## config.mk

```make
export PLATFORM = sky130hd
export DESIGN_NAME = wb_port_responder
export DESIGN_NICKNAME = d
export VERILOG_FILES = /design/src/rtl/wb_port_pkg.sv /design/src/rtl/wb_port_responder.sv
export SDC_FILE = /design/constraint.sdc
export NUM_CORES = 1
export LEC_CHECK = 0
export CAP_MARGIN = 20
export CORE_MARGIN = 5
export CORE_UTILIZATION = 38
export DETAILED_ROUTE_END_ITERATION = 12
export GPL_TIMING_DRIVEN = 1
export PLACE_DENSITY = 0.86
export SYNTH_ARGS = -nofsm -noshare
export SYNTH_HDL_FRONTEND = slang
export SYNTH_SLANG_ARGS = --single-unit
export TNS_END_PERCENT = 10
```

## constraint.sdc

```tcl
create_clock -name sdram_clk -period 1.7 [get_ports sdram_clk]
set_input_delay 0.255 -clock sdram_clk [delete_from_list [all_inputs] [get_ports sdram_clk]]
set_output_delay 0.255 -clock sdram_clk [all_outputs]
set_load 0.02 [all_outputs]
```

## src/rtl/wb_port_pkg.sv

```systemverilog
// Shared definitions for the wb_port internal access interface and its responders.
// Holds the Wishbone cycle-type and burst-type codes plus the common FSM encoding.
package wb_port_pkg;

  localparam logic [2:0] CtiClassic  = 3'b000;
  localparam logic [2:0] CtiIncBurst = 3'b010;
  localparam logic [2:0] CtiEndBurst = 3'b111;

  localparam logic [1:0] BteLinear = 2'b00;
  localparam logic [1:0] BteWrap4  = 2'b01;
  localparam logic [1:0] BteWrap8  = 2'b10;
  localparam logic [1:0] BteWrap16 = 2'b11;

  typedef enum logic [1:0] {
    StIdle,
    StRdBurst,
    StWrSingle,
    StTurn
  } wb_port_state_e;

  // Wrap burst type matching a refill line of 2**buf_width words.
  function automatic logic [1:0] wrap_bte(int unsigned buf_width);
    case (buf_width)
      2:       return BteWrap4;
      3:       return BteWrap8;
      4:       return BteWrap16;
      default: return BteLinear;
    endcase
  endfunction

endpackage

```

## src/rtl/wb_port_responder.sv

```systemverilog
// Wishbone B3 back end for wb_port: writes go out as single classic cycles,
// reads as one wrapped incrementing burst that refills a whole line.
module wb_port_responder
  import wb_port_pkg::*;
#(
  parameter int unsigned BUF_WIDTH = 3
) (
  input  logic        sdram_clk,
  input  logic        sdram_rst_n,
  input  logic        acc_i,
  input  logic        we_i,
  input  logic [31:0] adr_i,
  input  logic [31:0] dat_i,
  input  logic [3:0]  sel_i,
  output logic        ack_o,
  output logic [31:0] adr_o,
  output logic [31:0] dat_o,
  output logic        err_o,
  output logic [31:0] wbm_adr_o,
  output logic [31:0] wbm_dat_o,
  output logic [3:0]  wbm_sel_o,
  output logic        wbm_we_o,
  output logic        wbm_cyc_o,
  output logic        wbm_stb_o,
  output logic [2:0]  wbm_cti_o,
  output logic [1:0]  wbm_bte_o,
  input  logic [31:0] wbm_dat_i,
  input  logic        wbm_ack_i,
  input  logic        wbm_err_i
);

  if (BUF_WIDTH < 2 || BUF_WIDTH > 4) begin : gen_bad_buf_width
    $error("wb_port_responder: BUF_WIDTH must be 2, 3 or 4");
  end

  localparam int unsigned      Beats    = 2 ** BUF_WIDTH;
  localparam logic [BUF_WIDTH:0] CntEnd  = (BUF_WIDTH + 1)'(Beats - 2);
  localparam logic [BUF_WIDTH:0] CntLast = (BUF_WIDTH + 1)'(Beats - 1);
  localparam logic [31:0]      LineMask = ((32'd1 << (BUF_WIDTH + 2)) - 32'd1) & ~32'd3;
  localparam logic [1:0]       BteLine  = wrap_bte(BUF_WIDTH);

  // Next word address inside the refill line; bits above the line never move.
  function automatic logic [31:0] wrap_incr(logic [31:0] adr);
    return (adr & ~LineMask) | ((adr + 32'd4) & LineMask);
  endfunction

  wb_port_state_e       state_q;
  logic [BUF_WIDTH:0]   cnt_q;
  logic                 beat_done;

  assign beat_done = wbm_ack_i | wbm_err_i;

  always_ff @(posedge sdram_clk or negedge sdram_rst_n) begin
    if (!sdram_rst_n) begin
      state_q   <= StIdle;
      cnt_q     <= '0;
      ack_o     <= 1'b0;
      adr_o     <= '0;
      dat_o     <= '0;
      err_o     <= 1'b0;
      wbm_adr_o <= '0;
      wbm_dat_o <= '0;
      wbm_sel_o <= '0;
      wbm_we_o  <= 1'b0;
      wbm_cyc_o <= 1'b0;
      wbm_stb_o <= 1'b0;
      wbm_cti_o <= CtiClassic;
      wbm_bte_o <= BteLinear;
    end else begin
      ack_o <= 1'b0;
      if (wbm_err_i && wbm_cyc_o) begin
        err_o <= 1'b1;
      end

      unique case (state_q)
        StIdle: begin
          if (acc_i) begin
            wbm_adr_o <= adr_i & ~32'd3;
            wbm_cyc_o <= 1'b1;
            wbm_stb_o <= 1'b1;
            cnt_q     <= '0;
            if (we_i) begin
              wbm_dat_o <= dat_i;
              wbm_sel_o <= sel_i;
              wbm_we_o  <= 1'b1;
              wbm_cti_o <= CtiClassic;
              wbm_bte_o <= BteLinear;
              state_q   <= StWrSingle;
            end else begin
              wbm_sel_o <= 4'hF;
              wbm_we_o  <= 1'b0;
              wbm_cti_o <= CtiIncBurst;
              wbm_bte_o <= BteLine;
              state_q   <= StRdBurst;
            end
          end
        end

        StRdBurst: begin
          if (beat_done) begin
            ack_o     <= 1'b1;
            dat_o     <= wbm_dat_i;
            adr_o     <= wbm_adr_o;
            wbm_adr_o <= wrap_incr(wbm_adr_o);
            cnt_q     <= cnt_q + 1'b1;
            if (cnt_q == CntLast) begin
              wbm_cyc_o <= 1'b0;
              wbm_stb_o <= 1'b0;
              wbm_cti_o <= CtiClassic;
              state_q   <= StTurn;
            end else if (cnt_q == CntEnd) begin
              // Flag the upcoming beat as the last one of the burst.
              wbm_cti_o <= CtiEndBurst;
            end
          end
        end

        StWrSingle: begin
          if (beat_done) begin
            wbm_cyc_o <= 1'b0;
            wbm_stb_o <= 1'b0;
            wbm_we_o  <= 1'b0;
            ack_o     <= 1'b1;
            adr_o     <= wbm_adr_o;
            state_q   <= StTurn;
          end
        end

        // The initiator still holds acc_i here, so it is deliberately ignored.
        StTurn: state_q <= StIdle;

        default: state_q <= StIdle;
      endcase
    end
  end

endmodule

```

==> summary.txt <==
Place
  • Placer Congestion: 0.766
  • Dpl cell area: 8430 µm²
  • HPWL after DPL: 10,700 µm
  • Input/output buffers: 240
  • Cells after DPL: 805

Critical path
  • Data required, critical path: 2.02 ns
  • CP max-delay cell: dfrtp_1
  • Worst-path maximum fanout: 8
  • Crit end category: register
  • Critical Path Most Common Cell: buf_6
  • Delay-heaviest family, CP: buffers and inverters
  • CP startpoint kind: register
  • Critical-path cell list: buf_6 -> ha_4 -> buf_4 -> nor2_2 -> a211oi_4 -> buf_6 -> nand4_2 -> mux2i_1
  • WP buf/inv: 3
  • Crit path kind: register to register
  • WP data arrival: 2.00 ns
  • CP peak stage delay: 0.41 ns

STA
  • Final Max Slew Viols: 0
  • Hold Fails Final Rpt: 0
  • Setup violators final: 0
  • Period utilisation layout: 98.9%
  • WHS: 0.200 ns
  • F_max: 595 MHz
  • Min Clock Period, post-route: 1.68 ns
  • RSZ-0062 raised after global routing: true
  • Clk_skew: 0.0108 ns

Drt
  • DR pass1 iterations: 4
  • ANT nets after route: 0
  • Vias: 4,012
  • Vias per std cell: 4.75
  • Residual DRC: 0
  • DRT Wirelength: 14,700 µm
  • DR iter-0 viols: 168
  • Routed len/inst: 17.4 µm

CTS
  • CTS tree: done
  • CTS Buf Count: 17
  • Clock transition at path regs: 0.06 ns
  • Longest Clk Path Bufs: 2
  • H-tree levels: 4
  • Root Driver: clkbuf_16
  • Worst skew pair latency: 0.41 ns
  • Clock sinks: 141

Synth
  • Synth Warn #: 0
  • Sequential share of the synthesized area: 62.2%
  • Synth area leaders: dfrtp_1 62%, mux2_2 24%, buf_4 1.6%
  • Yosys top cell by area: dfrtp_1
  • Distinct cells, synth: 34
  • Flops & latches, synth: 141
  • Top cell type's share of synthesized area: 62.2%
  • Post-Syn Instances: 376
  • Cell Area, Synth: 5670 µm²
  • Mean Syn Cell Area: 15.1 µm²

Floorplanning
  • Core box area: 14,600 µm²
  • Io pins: 248
  • Die X: 132 µm
  • Die Ht: 132 µm
  • Rows: 44
  • Starting Density: 38.9%
  • Die footprint: 17,500 µm²

Power
  • Leak: 4.16 nW
  • IR Drop Worst-Case VDD: 1.24 mV
  • Pwr/cell area: 2180 nW/µm²

Finish
  • Leading cell types in the layout, fill and taps excluded: 207 x clkdlybuf4s50_1, 141 x dfrtp_1, 120 x mux2_2
  • Fillers: 1,091
  • Fin nets: 760
  • Non-Filler Instances: 845
  • Share of layout cells above drive strength 1: 30.0%
  • P&R area growth vs syn: 61.8%
  • Area of the multi-input gates: 2010 µm²
  • Fin area: 9180 µm²
  • Commonest non-fill, non-tap cell in the layout: clkdlybuf4s50_1
  • Storage cell area: 3530 µm²

Run
  • Max-cap violations: 0

Global routing
  • Global-route wire length before repair: 23,700 µm
  • Largest net degree at the start of global routing: 72
  • Number of global-route vias before repair: 4,344
  • Initial antenna violation count: 1
  • Grt ovf: 0
  • Total Routing Usage GR: 17.0%

Min path
  • Hold WC Path Type: primary input to asynchronous set/reset pin

Run status
  • Run status: finished, final reports clean
==> layout make-up <==
cell class	instances	share of cell area, %
Tap cell	184	2.51
Antenna cell	1	0.0273
Timing Repair Buffer	271	30.2
Inverter	10	0.409
Multi-Input combinational cell	206	21.9
Sequential cell	141	38.5
Clock buffer	21	4.91
Clock inverter	11	1.54
==> metrics by stage <==
step / power, W / util, % / setup WS [ns] / setup TNS [ns]
finish: 0.0200 / 62.9 / 0.0183 / 0
global route: 0.0211 / 62.9 / -0.0339 / -0.164
detailed placement: 0.0162 / 57.8 / -0.129 / -8.20
global placement: 0.0158 / 57.8 / -0.0925 / -5.76
CTS: 0.0201 / 62.1 / 0.00301 / 0
floorplan: 0.0114 / - / 0.0364 / 0
==> state kept, by name, summed over array words and instances, names as in the netlist <==
name       count
wbm_adr_o     30
err_o          1
wbm_we_o       1
wbm_sel_o      4
cnt_q          4
wbm_cti_o      2
wbm_bte_o      1
wbm_dat_o     32
adr_o         30
wbm_stb_o      1
ack_o          1
dat_o         32
state_q        2
==> synthesized netlist by cell type <==
cell type,count
buf_4,12
buf_2,8
a221o_2,1
nor2b_4,1
a211oi_4,1
buf_6,3
a21o_2,1
o22ai_1,1
o211ai_1,1
a222oi_1,1
nand3b_1,3
dfrtp_1,141
a31oi_1,1
a21oi_1,4
nand2b_1,4
nand3_1,2
nor2_1,6
o21ai_0,10
a221oi_4,1
ha_1,7
mux2i_1,7
nand2_1,15
o2111ai_1,1
inv_1,10
nand4_2,1
mux2_1,1
or2_4,1
o21ai_1,1
conb_1,1
nor2_2,1
o21ai_2,1
nor2b_1,5
mux2_2,120
nand4b_1,2
==> kinds of logic (layout without fill, tap and decap cells) <==
| family | after synthesis | in the layout | share of synthesized area, % |
|---|---|---|---|
| flops | 141 | 141 | 62.2 |
| other cells | 1 | 6 | 0.0661 |
| mux | 128 | 128 | 25.3 |
| simple gates | 41 | 41 | 3.99 |
| buf+inv | 33 | 313 | 3.55 |
| compound gates | 25 | 25 | 3.33 |
| fa+ha+maj | 7 | 7 | 1.54 |
==> per-layer routing <==
metal / global-route usage (%) / share of wire [%]
met5: 0 / 0
met4: 6.69 / 2.1
met3: 6.95 / 8.0
met2: 29.4 / 54
met1: 18.4 / 36
==> path summary, 6_finish.rpt <==
kind,startpoint,end,slack [ns],cells past startpoint
min in group sdram_clk,wbm_dat_i[7],dat_o[7]$_DFFE_PN0P_,0.45,2
worst max register to register,state_q[0]$_DFFE_PN0P_,cnt_q[3]$_DFFE_PN0P_,0.02,8
worst max-delay path,state_q[0]$_DFFE_PN0P_,cnt_q[3]$_DFFE_PN0P_,0.02,8
worst min-delay path,sdram_rst_n,adr_o[17]$_DFFE_PN0P_,0.20,2
worst min register to register,err_o$_DFFE_PN0P_,err_o$_DFFE_PN0P_,0.48,1
max in group asynchronous,sdram_rst_n,wbm_dat_o[9]$_DFFE_PN0P_,0.92,3
==> worst reg2reg max path, cell delays in order, from the launching register on <==
cell and delay [ns]:
dfrtp_1 0.41, buf_6 0.13, ha_4 0.17, buf_4 0.14
nor2_2 0.05, a211oi_4 0.22, buf_6 0.16, nand4_2 0.12
mux2i_1 0.20
==> what timing repair did <==
item                                   4_1_cts  5_1_grt
pin swaps                                    1        3
hold buffers                                 1        0
endpoints found under the hold margin      141        0
buffers inserted                             2        4
setup endpoints to repair                   64       31
resized for setup                           15       32
==> where the power goes <==
group / internal, W / total [W] / leakage (nW) / switching, W
combinational: 0.00545 / 0.0102 / 2.19 / 0.00472
clock: 0.00234 / 0.00371 / 0.295 / 0.00137
sequential: 0.00510 / 0.00609 / 1.68 / 0.000991
total: 0.0129 / 0.0200 / 4.16 / 0.00708
Power figures use the tool's default switching activity.
